===== src/rtl/prog_loader_pkg.sv =====
// Shared constants and state encodings for the program loader and its UART receiver.
package prog_loader_pkg;
  localparam logic [7:0] LOADER_SYNC = 8'hA5;
  localparam int         PROG_DEPTH  = 16;
  localparam int         PROG_AW     = $clog2(PROG_DEPTH);

  typedef enum logic [1:0] {IDLE, DATA, CHECK} LOADER_STATE;
  typedef enum logic [1:0] {RX_IDLE, RX_START, RX_DATA, RX_STOP} rx_state_t;
endpackage


===== src/rtl/mem_bus_if.sv =====
// CPU instruction-fetch bus: CPU drives the address, program store returns the word combinationally.
interface mem_bus_if;
  logic [3:0] addr;
  logic [7:0] data;
  modport slave  (input addr, output data);
  modport master (output addr, input data);
endinterface


===== src/rtl/prog_loader_uart_rx.sv =====
// 8N1 receiver: byte/frame-error pulse 1 cycle after the stop-bit sample (~9.5 bit times after start edge).
// No backpressure: o_byte_vld and o_frame_err are single-cycle pulses the consumer must take.
module prog_loader_uart_rx
  import prog_loader_pkg::*;
#(
  parameter int DIV = 434
) (
  input  logic       clk,
  input  logic       n_reset,
  input  logic       i_rx,
  output logic       o_byte_vld,
  output logic [7:0] o_byte_dat,
  output logic       o_frame_err
);
  localparam int             CW   = $clog2(DIV);
  localparam logic [CW-1:0]  HALF = CW'(DIV / 2 - 1);
  localparam logic [CW-1:0]  FULL = CW'(DIV - 1);

  rx_state_t     r_state, w_state_nxt;
  logic [1:0]    r_sync;
  logic          r_prev;
  logic [CW-1:0] r_cnt, w_cnt_nxt;
  logic [2:0]    r_bit, w_bit_nxt;
  logic [7:0]    r_shift, w_shift_nxt;
  logic          r_vld, w_vld_nxt, r_ferr, w_ferr_nxt;
  logic          w_rx, w_cnt_zero;

  assign w_rx       = r_sync[1];
  assign w_cnt_zero = (r_cnt == '0);

  always_ff @(posedge clk or negedge n_reset) begin
    if (!n_reset) begin
      r_sync  <= 2'b11;
      r_prev  <= 1'b1;
      r_state <= RX_IDLE;
      r_cnt   <= '0;
      r_bit   <= '0;
      r_shift <= '0;
      r_vld   <= 1'b0;
      r_ferr  <= 1'b0;
    end else begin
      r_sync  <= {r_sync[0], i_rx};
      r_prev  <= w_rx;
      r_state <= w_state_nxt;
      r_cnt   <= w_cnt_nxt;
      r_bit   <= w_bit_nxt;
      r_shift <= w_shift_nxt;
      r_vld   <= w_vld_nxt;
      r_ferr  <= w_ferr_nxt;
    end
  end

  // Counter runs down to zero; each zero is a mid-bit sample point.
  always_comb begin
    w_state_nxt = r_state;
    w_cnt_nxt   = w_cnt_zero ? FULL : r_cnt - 1'b1;
    w_bit_nxt   = r_bit;
    w_shift_nxt = r_shift;
    w_vld_nxt   = 1'b0;
    w_ferr_nxt  = 1'b0;
    unique case (r_state)
      RX_IDLE: begin
        w_cnt_nxt = HALF;
        if (r_prev && !w_rx) w_state_nxt = RX_START;
      end
      RX_START: if (w_cnt_zero) begin
        w_state_nxt = w_rx ? RX_IDLE : RX_DATA;
        w_bit_nxt   = '0;
      end
      RX_DATA: if (w_cnt_zero) begin
        w_shift_nxt = {w_rx, r_shift[7:1]};
        w_bit_nxt   = r_bit + 1'b1;
        if (r_bit == 3'd7) w_state_nxt = RX_STOP;
      end
      RX_STOP: if (w_cnt_zero) begin
        w_state_nxt = RX_IDLE;
        w_vld_nxt   = w_rx;
        w_ferr_nxt  = !w_rx;
      end
      default: w_state_nxt = RX_IDLE;
    endcase
  end

  assign o_byte_vld  = r_vld;
  assign o_byte_dat  = r_shift;
  assign o_frame_err = r_ferr;
endmodule


===== src/rtl/prog_loader.sv =====
// 16x8 program store with UART loader; holds the CPU in reset while loading or after a failed load.
// Optional checksum byte when PROG_LOADER_CHECKSUM_EN is defined; read port is zero-latency, no backpressure.
module prog_loader
  import prog_loader_pkg::*;
#(
  parameter int CLK_HZ       = 50_000_000,
  parameter int BAUD         = 115_200,
  parameter int TIMEOUT_BITS = 32
) (
  input  logic     clk,
  input  logic     n_reset,
  input  logic     uart_rx,
  mem_bus_if.slave mem_bus,
  output logic     cpu_n_reset,
  output logic     loading,
  output logic     load_err
);
  localparam int            DIV      = CLK_HZ / BAUD;
  localparam int            TMO_CYC  = TIMEOUT_BITS * DIV;
  localparam int            TW       = $clog2(TMO_CYC);
  localparam logic [TW-1:0] TMO_LAST = TW'(TMO_CYC - 1);

  LOADER_STATE        r_state, w_state_nxt;
  logic [PROG_AW-1:0] r_wptr, w_wptr_nxt;
  logic [TW-1:0]      r_tmo;
  logic               r_load_err, w_err_nxt;
  logic               r_cpu_n_reset;
  logic               w_we, w_tmo_hit;
  logic               w_byte_vld, w_frame_err;
  logic [7:0]         w_byte_dat;
  logic [7:0]         r_mem [PROG_DEPTH];
`ifdef PROG_LOADER_CHECKSUM_EN
  logic [7:0]         r_sum, w_sum_nxt;
`endif

  prog_loader_uart_rx #(.DIV(DIV)) u_rx (
    .clk         (clk),
    .n_reset     (n_reset),
    .i_rx        (uart_rx),
    .o_byte_vld  (w_byte_vld),
    .o_byte_dat  (w_byte_dat),
    .o_frame_err (w_frame_err)
  );

  assign w_tmo_hit = (r_tmo == TMO_LAST);

  always_ff @(posedge clk or negedge n_reset) begin
    if (!n_reset) begin
      r_state       <= IDLE;
      r_wptr        <= '0;
      r_tmo         <= '0;
      r_load_err    <= 1'b0;
      r_cpu_n_reset <= 1'b1;
`ifdef PROG_LOADER_CHECKSUM_EN
      r_sum         <= '0;
`endif
    end else begin
      r_state       <= w_state_nxt;
      r_wptr        <= w_wptr_nxt;
      r_tmo         <= (r_state == IDLE || w_byte_vld) ? '0 : r_tmo + 1'b1;
      r_load_err    <= w_err_nxt;
      r_cpu_n_reset <= ~(loading | r_load_err);
`ifdef PROG_LOADER_CHECKSUM_EN
      r_sum         <= w_sum_nxt;
`endif
    end
  end

  // A byte arriving on the timeout cycle is accepted rather than aborting the load.
  always_comb begin
    w_state_nxt = r_state;
    w_wptr_nxt  = r_wptr;
    w_err_nxt   = r_load_err;
    w_we        = 1'b0;
`ifdef PROG_LOADER_CHECKSUM_EN
    w_sum_nxt   = r_sum;
`endif
    unique case (r_state)
      IDLE: if (w_byte_vld && w_byte_dat == LOADER_SYNC) begin
        w_state_nxt = DATA;
        w_wptr_nxt  = '0;
`ifdef PROG_LOADER_CHECKSUM_EN
        w_sum_nxt   = '0;
`endif
      end
      DATA: if (w_byte_vld) begin
        w_we       = 1'b1;
        w_wptr_nxt = r_wptr + 1'b1;
`ifdef PROG_LOADER_CHECKSUM_EN
        w_sum_nxt  = r_sum + w_byte_dat;
        if (r_wptr == PROG_AW'(PROG_DEPTH - 1)) w_state_nxt = CHECK;
`else
        if (r_wptr == PROG_AW'(PROG_DEPTH - 1)) begin
          w_state_nxt = IDLE;
          w_err_nxt   = 1'b0;
        end
`endif
      end else if (w_frame_err || w_tmo_hit) begin
        w_state_nxt = IDLE;
        w_err_nxt   = 1'b1;
      end
`ifdef PROG_LOADER_CHECKSUM_EN
      CHECK: if (w_byte_vld) begin
        w_state_nxt = IDLE;
        w_err_nxt   = (w_byte_dat != r_sum);
      end else if (w_frame_err || w_tmo_hit) begin
        w_state_nxt = IDLE;
        w_err_nxt   = 1'b1;
      end
`endif
      default: w_state_nxt = IDLE;
    endcase
  end

  // Store is deliberately outside reset: a reset mid-load leaves written words in place.
  always_ff @(posedge clk) begin
    if (w_we) r_mem[r_wptr] <= w_byte_dat;
  end

  assign mem_bus.data = r_mem[mem_bus.addr];
  assign loading      = (r_state != IDLE);
  assign load_err     = r_load_err;
  assign cpu_n_reset  = r_cpu_n_reset;
endmodule


===== src/flat_wrapper.sv =====
// flat-port wrapper written by rule: the top's interface ports become plain ports
module prog_loader_flat import prog_loader_pkg::*;
#(
  parameter int CLK_HZ       = 50_000_000,
  parameter int BAUD         = 115_200,
  parameter int TIMEOUT_BITS = 32
)
  (clk, n_reset, uart_rx, cpu_n_reset, loading, load_err, mem_bus_addr, mem_bus_data);
  mem_bus_if mem_bus_i ();
  input  logic clk;
  input  logic n_reset;
  input  logic uart_rx;
  output logic cpu_n_reset;
  output logic loading;
  output logic load_err;
  input wire logic [$bits(mem_bus_i.addr)-1:0] mem_bus_addr;
  output wire logic [$bits(mem_bus_i.data)-1:0] mem_bus_data;
  assign mem_bus_i.addr = mem_bus_addr;
  assign mem_bus_data = mem_bus_i.data;
  prog_loader #(.CLK_HZ(CLK_HZ), .BAUD(BAUD), .TIMEOUT_BITS(TIMEOUT_BITS)) u_core (.clk(clk), .n_reset(n_reset), .uart_rx(uart_rx), .mem_bus(mem_bus_i), .cpu_n_reset(cpu_n_reset), .loading(loading), .load_err(load_err));
endmodule

===== config.mk =====
export PLATFORM = sky130hd
export DESIGN_NAME = prog_loader_flat
export DESIGN_NICKNAME = d
export VERILOG_FILES = /design/src/rtl/prog_loader_pkg.sv /design/src/rtl/mem_bus_if.sv /design/src/rtl/prog_loader_uart_rx.sv /design/src/rtl/prog_loader.sv /design/src/flat_wrapper.sv
export SDC_FILE = /design/constraint.sdc
export NUM_CORES = 1
export LEC_CHECK = 0
export BUFFER_PORTS_ARGS = -buffer_cell sky130_fd_sc_hd__buf_4
export CORE_MARGIN = 10
export CORE_UTILIZATION = 49
export CTS_BUF_LIST = sky130_fd_sc_hd__clkbuf_2 sky130_fd_sc_hd__clkbuf_4 sky130_fd_sc_hd__clkbuf_8
export DETAILED_ROUTE_END_ITERATION = 16
export GPL_TIMING_DRIVEN = 1
export PLACE_DENSITY = 0.66
export SETUP_SLACK_MARGIN = 0.3
export SYNTH_ARGS = -nofsm -noshare
export SYNTH_HDL_FRONTEND = slang
export SYNTH_SLANG_ARGS = --single-unit

===== constraint.sdc =====
create_clock -name clk -period 2.18 [get_ports clk]
set_input_delay 0 -clock clk [delete_from_list [all_inputs] [get_ports clk]]
set_output_delay 0 -clock clk [all_outputs]
set_load 0.01 [all_outputs]

==> impl_metrics.yaml <==
run_status:
  status: "finished, final reports clean"
synthesis:
  netlist_instances: 420
  yosysWarnings: 0
  synth_cell_type_count: 52
  syn-num-nets: 435
  avgSynthCellArea_um2: 17.01
  ys_seq_area_frac: 0.7068
  async_flop_share: 0.2727
  syn_area_um2: 7144
  synth_seq_cells: 176
  synth_edf_count: 128
  ys.flop_type: "edfxtp_1"
pwr:
  leakage_nw: 2.710
  ir_drop_v: 0.0005248
  p_total_mw: 6.592
  power_density_nw_per_um2: 816.5
placed_design:
  port_buffers: 17
  hpwl_um: 8196
  postPlaceCellArea_um2: 7515
  placed_cells: 614
  place_ws_ps: 189.9
  place_congestion: 0.7971
clocking:
  clkTransAtPathRegs_ps: 80
  clkSinkCount: 176
  clock_latency_ps: 460
  clockRootBuffer: "clkbuf_8"
  clk_path_buf_depth: 2
  htree_levels: 4
  cts_tree: "done"
  cts_buffers: 17
drt:
  via_count: 3675
  wl_um: 13000
  routed_via_density: 5.637
  first_pass_iters: 4
  drc_errors: 0
  first_iter_violations: 271
  ant_nets: 0
  routedWlPerCell_um: 19.94
die:
  start_util: 0.4953
  die_h_um: 140.8
  ios: 18
  coreArea_um2: 14420
  num_rows: 44
  die_x_um: 140.8
  dieArea_um2: 19810
cells_and_area:
  fin_cells: 652
  fillers: 1133
  antenna_cells: 0
  drive_above_1_share: 0.2970
  layout.nets: 471
  syn2layout_area_growth_pct: 13.01
  final_area_um2: 8074
  finish.utilization: 0.5598
sta:
  setup_viol: 0
  setup_tns_ps: 0
  min_period_ps: 1985
  max_freq_mhz: 503.8
  holdWs_ps: 71.55
  rsz0062_at_grt: "true"
  period_share: 0.9105
  tightest_slew_ps: 877.4
  hold_violations: 0
  fin_skew_ps: 7.516
  slew_headroom: 0.4139
  fin_ws_ps: 195.1
  finalMaxSlewViolations: 0
critical_path:
  r2r_start: "u_core.u_rx.r_cnt[1]$_DFF_PN0_"
  rr_endpoint: "u_core.u_rx.o_byte_dat[5]$_DFFE_PN0P_"
  critPathArrivalTime_ps: 2330
  crit_path_start_kind: "flop"
  path_class: "reg -> reg"
  cp.required_ps: 2520
  r2r_slack_ps: 200
  slowest_delay_ps: 600
  path_cells: "inv_1, ha_2, nor3b_4, nand3_2, or4b_4, mux2_4"
  worst_setup_path_end_kind: "flop"
  cp_slowest_cell: "or4b_4"
  r2r_cells: 6
  cp_max_fo: 8
global_routing:
  overflow: 0
  grt_first_pass_wirelength_um: 20910
  grtUsageTotal: 0.1391
  grt_pass1_vias: 3858
  grt_max_degree: 49
  antenna_found_initial: 0
job:
  cap_violations: 0
min_path:
  min_path_type: "in -> async"
==> final cells by class <==
type | count | area [um^2] | area share
Clock buffer | 18 | 241.5 | 0.02991
Tap cell | 184 | 230.2 | 0.02851
Clock inverter | 13 | 187.7 | 0.02325
Timing Repair Buffer | 34 | 272.8 | 0.03378
Inverter | 11 | 41.29 | 0.005114
Multi-Input combinational cell | 216 | 2051 | 0.2540
Sequential cell | 176 | 5050 | 0.6254
==> cell usage after synthesis (all sizes together) (2+ instances only) <==
cell type,instances,area (um^2)
mux4,32,720.7
edfxtp,128,3844
nor4,6,37.54
dfstp,4,105.1
a211o,2,17.52
mux2i,2,20.02
or2,2,12.51
nand3,10,55.05
and3,2,13.77
nand2,20,75.07
a22oi,16,120.1
mux2,8,116.4
o21ai,3,15.01
clkbuf,11,41.29
and2,19,118.9
xnor2,12,105.1
dfrtp,44,1101
nor2,25,93.84
buf,6,33.78
nor2b,2,12.51
and4b,2,20.02
inv,11,41.29
ha,8,100.1
nor3,9,45.04
or3,2,12.51
a21oi,9,45.04
nor3b,3,33.78
xor2,4,35.03
==> routing by layer <==
metal  track usage  up-vias  wire length, um  part of all wire
li1              -     1692                -                 -
met1        0.1706     1879             5484              0.42
met2        0.2241       83             6548              0.50
met3       0.04434       21              685             0.053
met4       0.05489        0              280             0.022
met5             0        -                0                 0
==> worst max-delay path, delay by kind of cell (launching register included) <==
family / cells / cell delay (ps)
mux: 1 / 330
flops: 1 / 400
buf+inv: 1 / 70
simple gates: 3 / 910
fa+ha+maj: 1 / 170
==> layout by cell type (no fill, tap or decap), types with 8 or more instances in the layout <==
master	n
edfxtp_1	128
dfrtp_1	44
mux4_2	32
buf_4	31
nor2_1	25
nand2_1	20
clkbuf_8	17
xnor2_1	12
and2_2	12
inv_1	10
nand3_1	9
nor3_1	9
a21oi_1	9
a22oi_2	8
a22oi_1	8
==> sequential cells by signal, summed over array words and instances, names as in the netlist, 2 cells and up, named ones only <==
signal and flops:
u_core.r_mem 128, u_core.r_tmo 14, u_core.u_rx.r_cnt 9, u_core.u_rx.o_byte_dat 8
u_core.r_wptr 4, u_core.u_rx.r_bit 3, u_core.u_rx.r_sync 2
==> cells by family after synthesis <==
logic type	count (synthesis)	synth area share
AO/OA/AOI/OAI	41	0.04028
XOR/XNOR	16	0.01961
adder cells (fa/ha/maj)	8	0.01401
buffers and inverters	28	0.01629
flip-flops	176	0.7068
multiplexers	42	0.1200
AND/OR/NAND/NOR	109	0.08301
==> worst max path at each step <==
stage                              startpoint                               endpoint  slack (ps)
6_report       u_core.u_rx.r_cnt[1]$_DFF_PN0_  u_core.u_rx.o_byte_dat[5]$_DFFE_PN0P_         200
4_1_cts        u_core.u_rx.r_cnt[1]$_DFF_PN0_  u_core.u_rx.o_byte_dat[5]$_DFFE_PN0P_         190
2_1_floorplan  u_core.u_rx.r_cnt[0]$_DFF_PN0_  u_core.u_rx.o_byte_dat[0]$_DFFE_PN0P_         170
3_5_place_dp   u_core.u_rx.r_cnt[0]$_DFF_PN0_  u_core.u_rx.o_byte_dat[5]$_DFFE_PN0P_         190
3_3_place_gp   u_core.u_rx.r_cnt[0]$_DFF_PN0_  u_core.u_rx.o_byte_dat[3]$_DFFE_PN0P_         230
5_1_grt        u_core.u_rx.r_cnt[1]$_DFF_PN0_  u_core.u_rx.o_byte_dat[5]$_DFFE_PN0P_         130
==> power by group <==
group / switching (mW) / leakage [nW] / internal [mW]
Clock: 1.14 / 0.199 / 1.26
Sequential: 0.105 / 1.66 / 3.64
Combinational: 0.212 / 0.847 / 0.248
==> timing repair <==
action / 4_1_cts / 5_1_grt
gates resized for setup: 7 / 17
hold buffers: 2 / 0
buffers inserted: 4 / 1
endpoints found under the hold margin: 49 / 0
setup endpoints to repair: 12 / 114
pin swaps: 1 / 6
(Power assumes the default switching activity.)
